===== src/rtl/tt_pkg.sv =====
// Shared types and sizing for the truth-table sweep controller.
package tt_pkg;

    localparam int N_IN_DEF = 7;
    localparam int TT_W_DEF = 1 << N_IN_DEF;

    typedef enum logic [1:0] {
        ST_IDLE  = 2'd0,
        ST_DRIVE = 2'd1,
        ST_DRAIN = 2'd2,
        ST_DONE  = 2'd3
    } state_t;

    // Minterm index at the default input count.
    typedef logic [N_IN_DEF-1:0] minterm_t;

    function automatic int tt_width(input int n);
        return 1 << n;
    endfunction

endpackage


===== src/rtl/tt_lat_pipe.sv =====
// Delay line carrying {valid, minterm index} alongside the function under test,
// so each FUT response is paired with the minterm that produced it.
module tt_lat_pipe #(
    parameter int W     = 7,
    parameter int DEPTH = 0
) (
    input  logic         clk,
    input  logic         rst_n,
    input  logic         flush,
    input  logic         in_valid,
    input  logic [W-1:0] in_index,
    output logic         out_valid,
    output logic [W-1:0] out_index
);

    generate
        if (DEPTH == 0) begin : g_pass
            // A combinational FUT answers in the same cycle: nothing to delay.
            logic unused_ctrl;
            assign unused_ctrl = ^{clk, rst_n, flush};
            assign out_valid   = in_valid;
            assign out_index   = in_index;
        end else begin : g_pipe
            for (genvar gi = 0; gi < DEPTH; gi++) begin : g_stage
                logic         v_reg;
                logic [W-1:0] i_reg;
                logic         v_in;
                logic [W-1:0] i_in;

                if (gi == 0) begin : g_head
                    assign v_in = in_valid;
                    assign i_in = in_index;
                end else begin : g_tail
                    assign v_in = g_stage[gi-1].v_reg;
                    assign i_in = g_stage[gi-1].i_reg;
                end

                always_ff @(posedge clk) begin
                    if (!rst_n || flush) begin
                        v_reg <= 1'b0;
                        i_reg <= '0;
                    end else begin
                        v_reg <= v_in;
                        i_reg <= i_in;
                    end
                end
            end
            assign out_valid = g_stage[DEPTH-1].v_reg;
            assign out_index = g_stage[DEPTH-1].i_reg;
        end
    endgenerate

endmodule


===== src/rtl/tt_sweep_ctrl.sv =====
// Sweeps every minterm into a boolean network, captures its truth table,
// popcounts it and compares it against an expected table.
module tt_sweep_ctrl
    import tt_pkg::*;
#(
    parameter int  N_IN    = N_IN_DEF,
    parameter int  DUT_LAT = 0,
    localparam int TT_W    = tt_width(N_IN)
) (
    input  logic            clk,
    input  logic            rst_n,
    input  logic            start,
    input  logic            abort,
    input  logic [TT_W-1:0] tt_exp_i,
    input  logic            f_i,
    output logic [N_IN-1:0] x_o,
    output logic            busy,
    output logic            done,
    output logic [TT_W-1:0] tt_o,
    output logic            tt_valid,
    output logic [N_IN:0]   ones_o,
    output logic            match_o
);

    localparam logic [N_IN-1:0] X_LAST     = '1;
    localparam int              OW         = N_IN + 1;
    localparam int              CNT_W      = $clog2(DUT_LAT + 2);
    localparam int              DRAIN_LAST = (DUT_LAT > 0) ? DUT_LAT - 1 : 0;

    state_t            state;
    logic [CNT_W-1:0]  drain_cnt;
    logic              cap_valid;
    logic [N_IN-1:0]   cap_index;
    logic              cap_en;
    logic              finish;
    logic [TT_W-1:0]   tt_next;
    logic [N_IN:0]     ones_next;

    tt_lat_pipe #(
        .W     (N_IN),
        .DEPTH (DUT_LAT)
    ) u_pipe (
        .clk       (clk),
        .rst_n     (rst_n),
        .flush     (abort),
        .in_valid  (state == ST_DRIVE),
        .in_index  (x_o),
        .out_valid (cap_valid),
        .out_index (cap_index)
    );

    // The compare at completion must see the final sample captured on that same edge.
    always_comb begin
        cap_en    = cap_valid && !abort;
        tt_next   = tt_o;
        ones_next = ones_o;
        if (cap_en) begin
            tt_next[cap_index] = f_i;
            ones_next          = ones_o + OW'(f_i);
        end
        finish = !abort &&
                 (((state == ST_DRIVE) && (x_o == X_LAST) && (DUT_LAT == 0)) ||
                  ((state == ST_DRAIN) && (drain_cnt == CNT_W'(DRAIN_LAST))));
    end

    always_ff @(posedge clk) begin
        if (!rst_n) begin
            state     <= ST_IDLE;
            drain_cnt <= '0;
            x_o       <= '0;
            busy      <= 1'b0;
            done      <= 1'b0;
            tt_o      <= '0;
            tt_valid  <= 1'b0;
            ones_o    <= '0;
            match_o   <= 1'b0;
        end else begin
            done   <= 1'b0;
            tt_o   <= tt_next;
            ones_o <= ones_next;
            if (finish) begin
                state    <= ST_DONE;
                x_o      <= '0;
                busy     <= 1'b0;
                done     <= 1'b1;
                tt_valid <= 1'b1;
                match_o  <= (tt_next == tt_exp_i);
            end else begin
                case (state)
                    ST_IDLE: begin
                        if (start && !abort) begin
                            state    <= ST_DRIVE;
                            x_o      <= '0;
                            busy     <= 1'b1;
                            tt_o     <= '0;
                            ones_o   <= '0;
                            tt_valid <= 1'b0;
                            match_o  <= 1'b0;
                        end
                    end
                    ST_DRIVE: begin
                        if (abort) begin
                            state <= ST_IDLE;
                            x_o   <= '0;
                            busy  <= 1'b0;
                        end else if (x_o == X_LAST) begin
                            // Terminal minterm: leave DRIVE rather than wrap.
                            state     <= ST_DRAIN;
                            x_o       <= '0;
                            drain_cnt <= '0;
                        end else begin
                            x_o <= x_o + 1'b1;
                        end
                    end
                    ST_DRAIN: begin
                        if (abort) begin
                            state <= ST_IDLE;
                            busy  <= 1'b0;
                        end else begin
                            drain_cnt <= drain_cnt + 1'b1;
                        end
                    end
                    ST_DONE: state <= ST_IDLE;
                    default: state <= ST_IDLE;
                endcase
            end
        end
    end

endmodule


===== config.mk =====
export PLATFORM = sky130hd
export DESIGN_NAME = tt_sweep_ctrl
export DESIGN_NICKNAME = d
export VERILOG_FILES = /design/src/rtl/tt_pkg.sv /design/src/rtl/tt_lat_pipe.sv /design/src/rtl/tt_sweep_ctrl.sv
export SDC_FILE = /design/constraint.sdc
export NUM_CORES = 1
export LEC_CHECK = 0
export CORE_MARGIN = 1.5
export CORE_UTILIZATION = 40
export CTS_CLUSTER_DIAMETER = 30
export DETAILED_ROUTE_END_ITERATION = 8
export PLACE_DENSITY = 0.66
export SETUP_SLACK_MARGIN = 0.3
export SYNTH_ARGS = -nofsm -noshare
export SYNTH_HDL_FRONTEND = slang
export SYNTH_HIERARCHICAL = 1
export SYNTH_SLANG_ARGS = --single-unit

===== constraint.sdc =====
create_clock -name clk -period 3.9 [get_ports clk]
set_input_delay 0.585 -clock clk [delete_from_list [all_inputs] [get_ports clk]]
set_output_delay 0.585 -clock clk [all_outputs]
set_load 0.03 [all_outputs]

==> flow_summary.rst <==
.. list-table::
   :header-rows: 1

   * - Metric
     - Value
   * - Cells after synthesis
     - 1255
   * - CP required
     - 4.26 ns
   * - Max-Cap Viols
     - 0
   * - Class of the worst hold path
     - reg -> reg
   * - Clk pwr share
     - between 40% and 50%
   * - Total number of vias
     - roughly 11000
   * - Async set or reset register ratio after synthesis
     - 0%
   * - I/O pin count
     - 280
   * - Dominant cells by area after synthesis
     - dfxtp_1, mux2i_1, nor2_1
   * - Count of endpoints failing hold in the final timing report
     - 0
   * - Antenna violations before repair
     - 2
   * - Final-stage net count
     - 1669
   * - Overall fraction of global-route tracks in use
     - about a third
   * - Clock root buffer
     - clkbuf_16
   * - Worst setup slack after placement
     - between 0.08 and 0.09 ns
   * - Slew of the pin with the lowest slew margin
     - ~1.1 ns
   * - CTS H-Tree Depth
     - 4
   * - Final critical-path setup slack
     - roughly 0.40 ns
   * - Largest stage delay on the critical path
     - 0.63 ns
   * - CTS Hold Bufs
     - 0
   * - Type of destination of the critical path
     - flop
   * - Path type of the worst setup path
     - reg -> reg
   * - Switch Pwr
     - 1030 uW
   * - Utilization after layout
     - 57.1%
   * - Overflow left after global routing
     - 0
   * - Total wire length after detailed routing
     - 44200 um
   * - Slew Viols, Final
     - 0
   * - Clock-pin slew reported for the worst setup and hold paths after clock tree synthesis
     - 0.07 ns
   * - Via/cell ratio
     - 6.06
   * - FF+latch count, synth
     - 150
   * - Worst hold-check slack
     - 0.440 ns
   * - Number of sinks on the clock net
     - 150
   * - Average footprint of a synthesized cell
     - 8.07 um^2
   * - Sum of negative setup slack
     - 0 ns
   * - Number of enable flip-flop cells after synthesis
     - 0
   * - Final Cycle Share
     - about 90%
   * - Total CTS buffers
     - 17
   * - Warning count from the yosys run
     - 6
   * - Unrepaired setup endpoints after global routing
     - no
   * - Initial core utilization
     - 40.4%
   * - Worst-case clock buffer depth
     - 2
   * - Area share of the largest cell type after synthesis
     - 29.7%
   * - Lkg Pwr
     - roughly 0.0053 uW
   * - Result of the run
     - complete, no violations
   * - Headroom to the max-slew limit
     - 26.2%
   * - Most frequent cells after synthesis
     - nor2_1, dfxtp_1, mux2i_1
   * - CORE AREA
     - 25000 um^2
   * - Post-synthesis instance area
     - 10100 um^2
   * - Buffering stage count on the worst path with inverters included
     - 1
   * - Worst-Skew Late Latency
     - 0.43 ns
   * - Switching part of the total power
     - 27.0%
   * - Crit-path max FO
     - 23
   * - P&R area growth vs syn
     - 41.1%
   * - TritonCTS clock tree
     - done
   * - Fin crit period
     - ~3.5 ns
   * - Die height
     - around 160 um
   * - IR Drop Worst-Case VDD
     - roughly 0.24 mV
   * - Vias in the first global route
     - 10800
   * - Final weighted congestion in routability-driven placement
     - roughly 0.94
   * - Number of setup violations in the final report
     - 0
   * - Type of element launching the critical path
     - flop
   * - Most common cell in the synthesized netlist
     - nor2_1
   * - Worst-path cell chain
     - buf_12, nand4b_1, o31a_1, a211oi_1, o22ai_1, or4_1, nor4_1, nand4_1, o22ai_2
   * - Wire length of the first global-routing pass
     - 65900 um
   * - Share of power burned in combinational logic
     - roughly 14%
   * - Internal
     - 2800 uW
   * - Port bufs
     - 279
   * - Chip Width
     - 162 um
   * - Initial DRT Pass Iterations
     - 6
   * - Pwr/cell area
     - around 270 nW/um^2
   * - Die footprint
     - 26300 um^2
   * - Primary flip-flop cell chosen by synthesis mapping
     - dfxtp_1
   * - Detailed-placement wirelength estimate
     - 33000 um
   * - Synthesized netlist net count
     - about 1400
   * - Clock skew after layout
     - about 0.0076 ns
   * - Cell type group with the largest total delay on the critical path
     - simple AND/OR/NAND/NOR gates
   * - Number of rows in the core area
     - just under 60
   * - Wirelength per Cell
     - between 20 and 25 um
   * - Number of distinct library cell variants in the gate-level netlist after synthesis
     - 82
   * - DRC violation count after routing
     - 0
   * - Largest net degree at the start of global routing
     - 137
   * - Arrival time reported for the critical path endpoint
     - 3.86 ns
   * - Share of synthesized area occupied by flip-flops and latches
     - between 20% and 30%
   * - Maximum achievable frequency
     - about 290 MHz
   * - Relative contribution of sequential cells to total power
     - 40.3%
   * - Area leader, netlist
     - dfxtp_1
   * - Routed Antenna Nets
     - 0
   * - Highest-delay cell along the critical path
     - nand4b_1
   * - Detailed Route Iter0 Violations
     - 1237
   * - Layout fillers
     - 2326
   * - Share of post-route cells with drive strength above 1
     - 10.8%
## sequential cells by signal, summed over array words and instances, names as in the netlist
name / cells
x_o: 7
drain_cnt: 1
busy: 1
done: 1
tt_valid: 1
match_o: 1
ones_o: 8
tt_o: 128
state: 2
## final cells by class
type                       count  area (um^2)  share of cell area (%)
antenna                        1         2.50                  0.0175
clock buffer                  19          433                    3.03
clock inverter                12          154                    1.08
inverter                      20         75.1                   0.525
multi-input combinational    959         6500                    45.5
sequential                   150         3010                    21.0
tap                          330          413                    2.89
timing repair buffer         381         3710                    26.0
## final timing paths
kind | startpoint | to | slack [ns] | cells after the start
worst max-delay path | x_o[3]$_SDFFE_PP0P_ | match_o$_SDFFE_PN0P_ | 0.40 | 9
worst min-delay path | drain_cnt$_SDFFE_PN0P_ | drain_cnt$_SDFFE_PN0P_ | 0.44 | 1
worst max register to register | x_o[3]$_SDFFE_PP0P_ | match_o$_SDFFE_PN0P_ | 0.40 | 9
worst min register to register | drain_cnt$_SDFFE_PN0P_ | drain_cnt$_SDFFE_PN0P_ | 0.44 | 1
## per-stage QoR
stage               instances  cell area (um^2)  total power [uW]
floorplan                1255             10100              1820
CTS                      1869             14300              3830
global placement         1838             13700              2120
detailed placement       1838             13700              2120
finish                   1872             14300              3830
global route             1872             14300              3930
## routing by layer
layer | vias up | routed length, um | global-route usage [%] | part of all wire [%]
li1 | 5228 | - | - | -
met1 | 5369 | 18100 | 42.7 | 41
met2 | 637 | 20100 | 52.9 | 45
met3 | 106 | 4410 | 7.94 | 10
met4 | 2 | 1650 | 14.1 | 3.7
met5 | - | 15 | 0 | 0.034
## kinds of logic (layout without fill, tap and decap cells)
family	count (synthesis)	after routing	synth area share, %
muxes	112	112	11.2
other	0	1	0
xor gates and xnor gates	58	58	5.02
buffers and inverters	146	432	6.59
and+or+nand+nor	586	586	31.4
AOI/OAI and AO/OA	196	196	15.3
adders and majority gates	7	7	0.865
DFF	150	150	29.7
## power by group through the flow
stage | Sequential [uW] | Clock [uW] | Combinational [uW]
3_3_place_gp | 1580 | 0 | 539
6_report | 1550 | 1730 | 551
2_1_floorplan | 1580 | 0 | 239
3_5_place_dp | 1580 | 0 | 542
4_1_cts | 1540 | 1750 | 543
5_1_grt | 1540 | 1800 | 584
## cells in the final DEF (no fill, tap or decap), types with 20 or more instances in the layout
cell type        count
nand3_1             63
xnor2_1             26
o311ai_0            20
nor3_1              22
nand4_1             76
nor4_1              20
nor2_1             194
buf_4               90
inv_1               20
clkdlybuf4s50_1    278
nand2_1             72
dfxtp_1            148
xor2_1              32
mux2i_1            103
or4_1               26
## timing repair
action	CTS	global route
resized for setup	0	7
buffers inserted	0	2
endpoints found under the setup margin	0	1
## worst reg2reg max path, cell delays in order (launching register included)
cell and delay [ns]:
dfxtp_1 0.52, buf_12 0.27, nand4b_1 0.63, o31a_1 0.51, a211oi_1 0.23, o22ai_1 0.12, or4_1 0.60, nor4_1 0.26
nand4_1 0.17, o22ai_2 0.10
No activity file was read; power rests on OpenSTA's default activity.
